$ cat config.mk
export PLATFORM = sky130hd
export DESIGN_NAME = persistencia_temp
export DESIGN_NICKNAME = d
export VERILOG_FILES = /design/src/rtl/persistencia_temp.sv
export SDC_FILE = /design/constraint.sdc
export NUM_CORES = 1
export LEC_CHECK = 0
export BUFFER_PORTS_ARGS = -buffer_cell sky130_fd_sc_hd__buf_2
export CAP_MARGIN = 25
export CORE_MARGIN = 2
export CORE_UTILIZATION = 52
export CTS_BUF_LIST = sky130_fd_sc_hd__clkbuf_8
export DETAILED_ROUTE_END_ITERATION = 10
export PLACE_DENSITY_LB_ADDON = 0.15
export SYNTH_ARGS = -nofsm -noshare
export SYNTH_HDL_FRONTEND = slang
export SYNTH_SLANG_ARGS = --single-unit
$ cat constraint.sdc
create_clock -name clk -period 2.05 [get_ports clk]
set_input_delay 0.3075 -clock clk [delete_from_list [all_inputs] [get_ports clk]]
set_output_delay 0.3075 -clock clk [all_outputs]
set_load 0.02 [all_outputs]
$ cat src/rtl/persistencia_temp.sv
// Sample register, low/high persistence counters and sensor watchdog feeding the temperature-state FSM.
// Optional HISTERESIS_EN: counters are held instead of cleared inside the hysteresis band.
module persistencia_temp #(
   parameter int TEMP_BAJO      = 180,
   parameter int TEMP_ALTO      = 259,
   parameter int N_PERSIST      = 8,
   parameter int TIMEOUT_CICLOS = 1000,
   parameter int TEMP_RESET     = 220,
   parameter int HIST           = 5
) (
   input  logic               clk,
   input  logic               arst_n,
   input  logic signed [10:0] temp_in,
   input  logic               muestra_valida,
   output logic signed [10:0] temp_registrado,
   output logic               muestra_nueva,
   output logic               per_bajo,
   output logic               per_alto,
   output logic               falla_sensor
);

   localparam int CW = $clog2(N_PERSIST + 1);
   localparam int WW = $clog2(TIMEOUT_CICLOS + 1);
   localparam logic [CW-1:0] N_SAT  = CW'(N_PERSIST);
   localparam logic [WW-1:0] WD_MAX = WW'(TIMEOUT_CICLOS);
   // 12-bit signed thresholds so the band edges cannot overflow the 11-bit sample range
   localparam logic signed [11:0] BAJO   = 12'(TEMP_BAJO);
   localparam logic signed [11:0] ALTO   = 12'(TEMP_ALTO);
   localparam logic signed [11:0] BAJO_H = 12'(TEMP_BAJO + HIST);
   localparam logic signed [11:0] ALTO_H = 12'(TEMP_ALTO - HIST);
`ifdef HISTERESIS_EN
   localparam bit HIST_ON = 1'b1;
`else
   localparam bit HIST_ON = 1'b0;
`endif

   typedef enum logic {OK, FALLA} wd_estado_t;

   wd_estado_t         estado_q;
   logic signed [10:0] temp_q;
   logic               nueva_q;
   logic [CW-1:0]      cnt_bajo_q, cnt_bajo_d;
   logic [CW-1:0]      cnt_alto_q, cnt_alto_d;
   logic [WW-1:0]      wd_q, wd_d;
   logic signed [11:0] t_ext;
   logic               es_bajo, es_alto, banda_bajo, banda_alto, expira;

   assign t_ext      = {temp_in[10], temp_in};
   assign es_bajo    = t_ext < BAJO;
   assign es_alto    = t_ext > ALTO;
   assign banda_bajo = HIST_ON && (t_ext >= BAJO) && (t_ext < BAJO_H) && (cnt_bajo_q != '0);
   assign banda_alto = HIST_ON && (t_ext > ALTO_H) && (t_ext <= ALTO) && (cnt_alto_q != '0);

   always_comb begin
      cnt_bajo_d = cnt_bajo_q;
      cnt_alto_d = cnt_alto_q;
      wd_d       = wd_q;
      expira     = 1'b0;
      if (muestra_valida) begin
         wd_d = '0;
         if (es_bajo) begin
            cnt_bajo_d = (cnt_bajo_q == N_SAT) ? N_SAT : cnt_bajo_q + CW'(1);
            cnt_alto_d = '0;
         end else if (es_alto) begin
            cnt_alto_d = (cnt_alto_q == N_SAT) ? N_SAT : cnt_alto_q + CW'(1);
            cnt_bajo_d = '0;
         end else begin
            cnt_bajo_d = banda_bajo ? cnt_bajo_q : '0;
            cnt_alto_d = banda_alto ? cnt_alto_q : '0;
         end
      end else begin
         if (wd_q != WD_MAX) wd_d = wd_q + WW'(1);
         if (wd_d == WD_MAX) begin
            expira     = 1'b1;
            cnt_bajo_d = '0;
            cnt_alto_d = '0;
         end
      end
   end

   always_ff @(posedge clk or negedge arst_n) begin
      if (!arst_n) begin
         estado_q   <= OK;
         temp_q     <= 11'(TEMP_RESET);
         nueva_q    <= 1'b0;
         cnt_bajo_q <= '0;
         cnt_alto_q <= '0;
         wd_q       <= '0;
      end else begin
         nueva_q    <= muestra_valida;
         cnt_bajo_q <= cnt_bajo_d;
         cnt_alto_q <= cnt_alto_d;
         wd_q       <= wd_d;
         if (muestra_valida) temp_q <= temp_in;
         // a strobe on the expiry edge wins over the timeout
         case (estado_q)
            OK:      if (expira) estado_q <= FALLA;
            FALLA:   if (muestra_valida) estado_q <= OK;
            default: estado_q <= OK;
         endcase
      end
   end

   assign temp_registrado = temp_q;
   assign muestra_nueva   = nueva_q;
   assign per_bajo        = (cnt_bajo_q == N_SAT);
   assign per_alto        = (cnt_alto_q == N_SAT);
   assign falla_sensor    = (estado_q == FALLA);

endmodule

==> flow_metrics.tcl, run 1 <==
set metrics [dict create \
    status "completed" \
    post_cts_hold_buffer_count 0 \
    synth_nets 176 \
    vias 1336 \
    fin_util_pct 68.5 \
    slew_violations 0 \
    period_share_pct 97.3 \
    netlist_top_cells_count "dfrtp_1, mux2_2, nor2_1, a21oi_1, inv_1" \
    max_freq_mhz 501 \
    clock_path_buffers 2 \
    ys.flop_type "dfrtp_1" \
    worstSetupPathType "flop to flop" \
    finalWeightedCongestion 0.919 \
    path_clk_slew_ps 70 \
    die-height_um 60.6 \
    cap_violations 0 \
    finalClockSkew_ps 5.47 \
    area_growth_pct 25.5 \
    fin_crit_ps 1990 \
    critPathMaxFanout 7 \
    yosys_warnings 0 \
    synthCells 156 \
    cts_tree "done" \
    start_kind "flop" \
    yosys.area.top_type "dfrtp_1" \
    yosysMostFrequentCell "dfrtp_1" \
    post-dp-hpwl_um 2480 \
    initialDrtViolationCount 101 \
    io_pins 29 \
    worst_pin_slew_ps 685 \
    synth_top_area_share_pct 39.1 \
    seq_area_frac_synth_pct 47.0 \
    grt_pass1_wl_um 5690 \
    setup_tns_ps 0 \
    num_rows 20 \
    netlist_area_sq_um 1670 \
    antenna_left 0 \
    dieArea_sq_um 3670 \
    finalHoldViolations 0 \
    finalSetupViolCount 0 \
    r2r_slack_ps 60 \
    synthArstFlopShare_pct 100 \
    hold_path_class "primary input to async pin" \
    wirelength_um 3690 \
    drc 0 \
    fillers 254 \
    grt_overflow 0 \
    power.total_mw 1.42 \
    die_w_um 60.6 \
    post_synth.cell_area_avg_sq_um 10.7 \
    root_buffer "clkbuf_8" \
    viasPerCell 5.41 \
    synth_seq_cells 31 \
    antenna_found_initial 0 \
    start_util_pct 54.5 \
    dr.pass1.iters 4 \
    ir_worst_vdd_mv 0.585 \
    yosysUniqueCellTypes 47 \
    clkLatencyLatePin_ps 290 \
    htreeDepth 2 \
    fin_nets 222 \
    dpl_worst_slack_ps -14.0 \
    leakage_nw 0.982 \
    layoutNonFillerInstCount 247 \
    grt_pass1_vias 1258 \
    drive_above_1_share_pct 41.4 \
    dp.cells 230 \
    arrival_ps 2160 \
    power_density_nw_per_um2 678 \
    cts.sinks 31 \
    num_antenna_cells 0 \
    synth_edf_count 0 \
    synth.top_cells.by_area "dfrtp_1, dfstp_2, mux2_2" \
    grt_use_total_pct 21.7 \
    cp.required_ps 2220 \
    max-slew-margin-rel_pct 54.3 \
    numCtsBuffers 5 \
    end_kind "flop" \
    fin_ws_ps 55.5 \
    port_buffers 28 \
    core_sq_um 3050 \
    grt_start_max_net_pins 32 \
    wl_per_cell_um 14.9 \
]
[final timing paths]
| check | start | end | depth (start not counted) |
|---|---|---|---|
| min in group clk | temp_in[1] | temp_registrado[1]$_DFFE_PN0P_ | 2 |
| max in group asynchronous | arst_n | wd_q[1]$_DFF_PN0_ | 1 |
| hold / removal | arst_n | cnt_bajo_q[0]$_DFFE_PN0P_ | 1 |
| hold reg to reg | temp_registrado[5]$_DFFE_PN0P_ | temp_registrado[5]$_DFFE_PN0P_ | 1 |
| setup reg to reg | wd_q[0]$_DFF_PN0_ | cnt_alto_q[2]$_DFFE_PN0P_ | 7 |
| setup / recovery | wd_q[0]$_DFF_PN0_ | cnt_alto_q[2]$_DFFE_PN0P_ | 7 |
[power by group]
group | switching, mW | internal (mW)
combinational | 0.123 | 0.104
sequential | 0.0351 | 0.662
clock | 0.229 | 0.265
total | 0.387 | 1.03
[registers in the layout (all words and copies together) (netlist names)]
signal and count:
cnt_alto_q 4, temp_registrado 11, falla_sensor 1, muestra_nueva 1
cnt_bajo_q 4, wd_q 10
[layer usage]
layer	routed length (um)	up-vias	GRT usage, %
met5	0	-	0
met4	46	0	7.45
met2	1910	29	36.9
met1	1580	646	25.9
li1	-	654	-
met3	142	7	7.04
[what timing repair did]
item / 4_1_cts / 5_1_grt
endpoints found under the setup margin: 1 / 2
resized for setup: 3 / 6
pin swaps: 1 / 8
buffers inserted: 1 / 8
[cells in the final DEF, fill, tap and decap left out, types with 2 or more instances in the layout]
cell type | Yosys | routed
buf_2 | 1 | 28
dfrtp_1 | 26 | 25
buf_4 | 3 | 18
mux2_2 | 11 | 11
nor2_1 | 10 | 10
a21oi_1 | 8 | 8
inv_1 | 7 | 7
nand2b_1 | 6 | 6
clkbuf_8 | 0 | 6
nand2_1 | 5 | 5
o21ai_0 | 5 | 5
nand3_1 | 5 | 5
dfstp_2 | 5 | 5
xor2_1 | 4 | 4
a21o_1 | 4 | 4
ha_1 | 6 | 4
or3_1 | 3 | 3
nor3_2 | 2 | 3
nor2b_1 | 3 | 3
a31oi_1 | 3 | 3
a22o_1 | 3 | 3
nor3b_1 | 3 | 3
xnor2_1 | 2 | 2
o31ai_1 | 2 | 2
and3_1 | 2 | 2
o22ai_1 | 2 | 2
[stage by stage]
step	area (sq um)	hold slack [ps]
after CTS	2010	72.2
after detailed placement	1890	389
final	2090	53.8
after global placement	1890	377
after floorplan	1670	11.9
after global routing	2090	104
[final cells by class]
class | count | area, sq um | area share, %
Clock inverter | 2 | 8.76 | 0.419
Clock buffer | 6 | 82.6 | 3.95
Multi-Input combinational cell | 111 | 860 | 41.1
Sequential cell | 31 | 783 | 37.5
Timing Repair Buffer | 46 | 275 | 13.2
Inverter | 7 | 26.3 | 1.26
Tap cell | 44 | 55.1 | 2.63
[logic make-up (layout without fill, tap and decap cells)]
logic type | count (synthesis) | after routing | share of synthesized area (%)
mux | 12 | 12 | 8.04
xor+xnor | 6 | 6 | 3.16
flops | 31 | 31 | 47.0
buf+inv | 14 | 61 | 3.91
simple gates | 52 | 52 | 18.8
fa+ha+maj | 6 | 6 | 4.51
compound gates | 35 | 35 | 14.7
[worst max-delay path: stages (launching register included)]
cell	delay (ps)
dfrtp_1	420
ha_4	180
a21bo_2	240
o22ai_1	150
a21oi_1	120
nor3_2	290
a21oi_4	130
a221o_1	340
No activity file was read; power rests on OpenSTA's default activity.
==> run 2: changes to the inputs <==
--- a/config.mk
+++ b/config.mk
@@ -5,6 +5,7 @@
 export SDC_FILE = /design/constraint.sdc
 export NUM_CORES = 1
 export LEC_CHECK = 0
+export ABC_AREA = 1
 export BUFFER_PORTS_ARGS = -buffer_cell sky130_fd_sc_hd__buf_2
 export CAP_MARGIN = 25
 export CORE_MARGIN = 2
==> run 2 against run 1 <==
Via count increased by 4.3%. Sequential power is essentially flat. Count of clock-buffer cells in the layout is the same. Register-to-register slack gained 270 ps. Flip-flop and latch count unchanged. Non-clock buffer count fell by 17. Fmax is 15% higher. Die area down 2.2%. Global-route usage down 0.22 points. Power fell by 4.9%. Worst setup slack improved by 270 ps. Critical path type unchanged.
==> flow_metrics.tcl, run 2 <==
set metrics [dict create \
    yosys_warnings 0 \
    clkLatencyLatePin_ps 280 \
    root_buffer "clkbuf_8" \
    p_seq_share_pct 51.5 \
    cts_repair_resize_count 0 \
    layout_common_cells "nand2_1, inv_1, buf_2" \
    start_util_pct 54.1 \
    seq_area_frac_synth_pct 48.1 \
    antenna_found_initial 0 \
    drive_above_1_share_pct 21.7 \
    hold_path_class "primary input to async pin" \
    netlist_top_cells_count "nand2_1, inv_1, dfrtp_1, nand3_1, nor2_1" \
    grt_start_max_net_pins 32 \
    antenna_left 0 \
    post-dp-hpwl_um 2340 \
    critPathMaxFanout 9 \
    die-height_um 59.9 \
    synth_top_area_share_pct 40.0 \
    path_clk_slew_ps 60 \
    fin_crit_ps 1730 \
    rsz0062_at_grt "no" \
    synthCells 203 \
    postCtsSetupBuffers 0 \
    finalSetupViolCount 0 \
    setup_tns_ps 0 \
    num_antenna_cells 0 \
    comb_power_share_pct 13.3 \
    ir_worst_vdd_mv 0.569 \
    synth_seq_cells 31 \
    cp.required_ps 2220 \
    synthArstFlopShare_pct 100 \
    io_pins 29 \
    worst_pin_slew_ps 676 \
    grt_pass1_vias 1342 \
    leakage_nw 1.00 \
    area_growth_pct 16.1 \
    cts_tree "done" \
    final_common_cell "nand2_1" \
    num_rows 20 \
    r2r_slack_ps 320 \
    synth.top_cells.by_area "dfrtp_1, nand2_1, dfstp_2" \
    grt_use_total_pct 21.5 \
    cap_violations 0 \
    htreeDepth 2 \
    period_share_pct 84.2 \
    cts.sinks 31 \
    status "completed" \
    viasPerCell 5.20 \
    wirelength_um 3160 \
    finalHoldViolations 0 \
    dieArea_sq_um 3590 \
    vias 1393 \
    numCtsBuffers 5 \
    yosys.area.top_type "dfrtp_1" \
    finalClockSkew_ps 4.41 \
    synth_nets 223 \
    post_synth.cell_area_avg_sq_um 8.01 \
    max_freq_mhz 579 \
    grt_pass1_wl_um 5720 \
    power_switching_mw 0.361 \
    fin_nets 254 \
    die_w_um 59.9 \
    power_density_nw_per_um2 715 \
    worstSetupPathType "flop to flop" \
    max-slew-margin-rel_pct 54.9 \
    ys.flop_type "dfrtp_1" \
    drc 0 \
    intPower_mw 0.988 \
    yosysMostFrequentCell "nand2_1" \
    initialDrtViolationCount 44 \
    netlist_area_sq_um 1630 \
    clockPowerShare_pct 35.2 \
    fillers 275 \
    swShare_pct 26.8 \
    yosysUniqueCellTypes 23 \
    wl_per_cell_um 11.8 \
    arrival_ps 1890 \
    start_kind "flop" \
    core_sq_um 3000 \
    end_kind "flop" \
    post_cts_hold_buffer_count 0 \
    synth_edf_count 0 \
    grt_overflow 0 \
    finalWeightedCongestion 0.857 \
    clock_path_buffers 2 \
    fin_util_pct 62.8 \
    slew_violations 0 \
    dr.pass1.iters 4 \
    port_buffers 28 \
    largest_reg_flops 11 \
]
-- run 2: cell count changes in the layout (fill, tap and decap cells not counted), moves of 4 or more --
cell	before	now
a21oi_1	8	3
nor2_1	10	15
nand2b_1	6	0
nand2_1	5	58
buf_4	18	1
a21o_1	4	0
nand3_1	5	22
nand4_1	1	7
nor2_2	0	5
inv_1	7	28
mux2_2	11	0
-- run 2: power by group through the flow --
stage | clock network (mW) | logic (mW) | registers (mW)
finish | 0.474 | 0.180 | 0.695
floorplan | 0 | 0.0898 | 0.724
global route | 0.512 | 0.207 | 0.702
detailed placement | 0 | 0.182 | 0.703
global placement | 0 | 0.177 | 0.701
CTS | 0.487 | 0.183 | 0.695
-- run 2: through the flow --
stage               cell area [sq um]  setup WS [ps]  hold WS, ps  instances  power (mW)
floorplan                        1630            491         11.9        203       0.814
global placement                 1800            397          375        260       0.878
detailed placement               1800            341          376        260       0.885
CTS                              1890            314         76.5        268        1.36
global route                     1890            114          107        268        1.42
finish                           1890            323         54.9        268        1.35
-- run 2: metal layers --
metal	global-route usage, %	part of all wire [%]	up-vias
li1	-	-	706
met1	25.9	43	640
met2	36.0	51	41
met3	6.06	4.6	6
met4	8.57	1.3	0
met5	0	0	-
-- run 2: cell type report --
type	count	area, sq um	area share, %
clock buffer	6	82.6	4.38
clock inverter	2	8.76	0.464
inverter	27	101	5.37
multi-input combinational	140	723	38.3
sequential	31	782	41.4
tap	33	41.3	2.19
timing repair buffer	29	148	7.82
-- run 2: kinds of logic after synthesis --
kind of cell | synth area share [%]
simple gates | 31.9
buf+inv | 7.39
flops | 48.1
compound gates | 5.23
fa+ha+maj | 4.62
xor+xnor | 2.69
-- run 2: critical path: stages, from the launching register on --
cell and delay (ps):
dfrtp_1 440, ha_1 280, nand3_2 120, xor2_1 190, nand3_1 110, nor2_2 160
nand3_4 140, nand3_1 100, nand2_1 70
-- run 2: path summary, 6_finish.rpt --
kind,startpoint,end,depth (start not counted)
max in group asynchronous,arst_n,wd_q[8]$_DFF_PN0_,1
min in group clk,temp_in[1],temp_registrado[1]$_DFFE_PN0P_,3
hold / removal,arst_n,cnt_alto_q[2]$_DFFE_PN0P_,1
setup / recovery,wd_q[0]$_DFF_PN0_,cnt_alto_q[2]$_DFFE_PN0P_,8
hold reg to reg,temp_registrado[4]$_DFFE_PN1P_,temp_registrado[4]$_DFFE_PN1P_,2
setup reg to reg,wd_q[0]$_DFF_PN0_,cnt_alto_q[2]$_DFFE_PN0P_,8
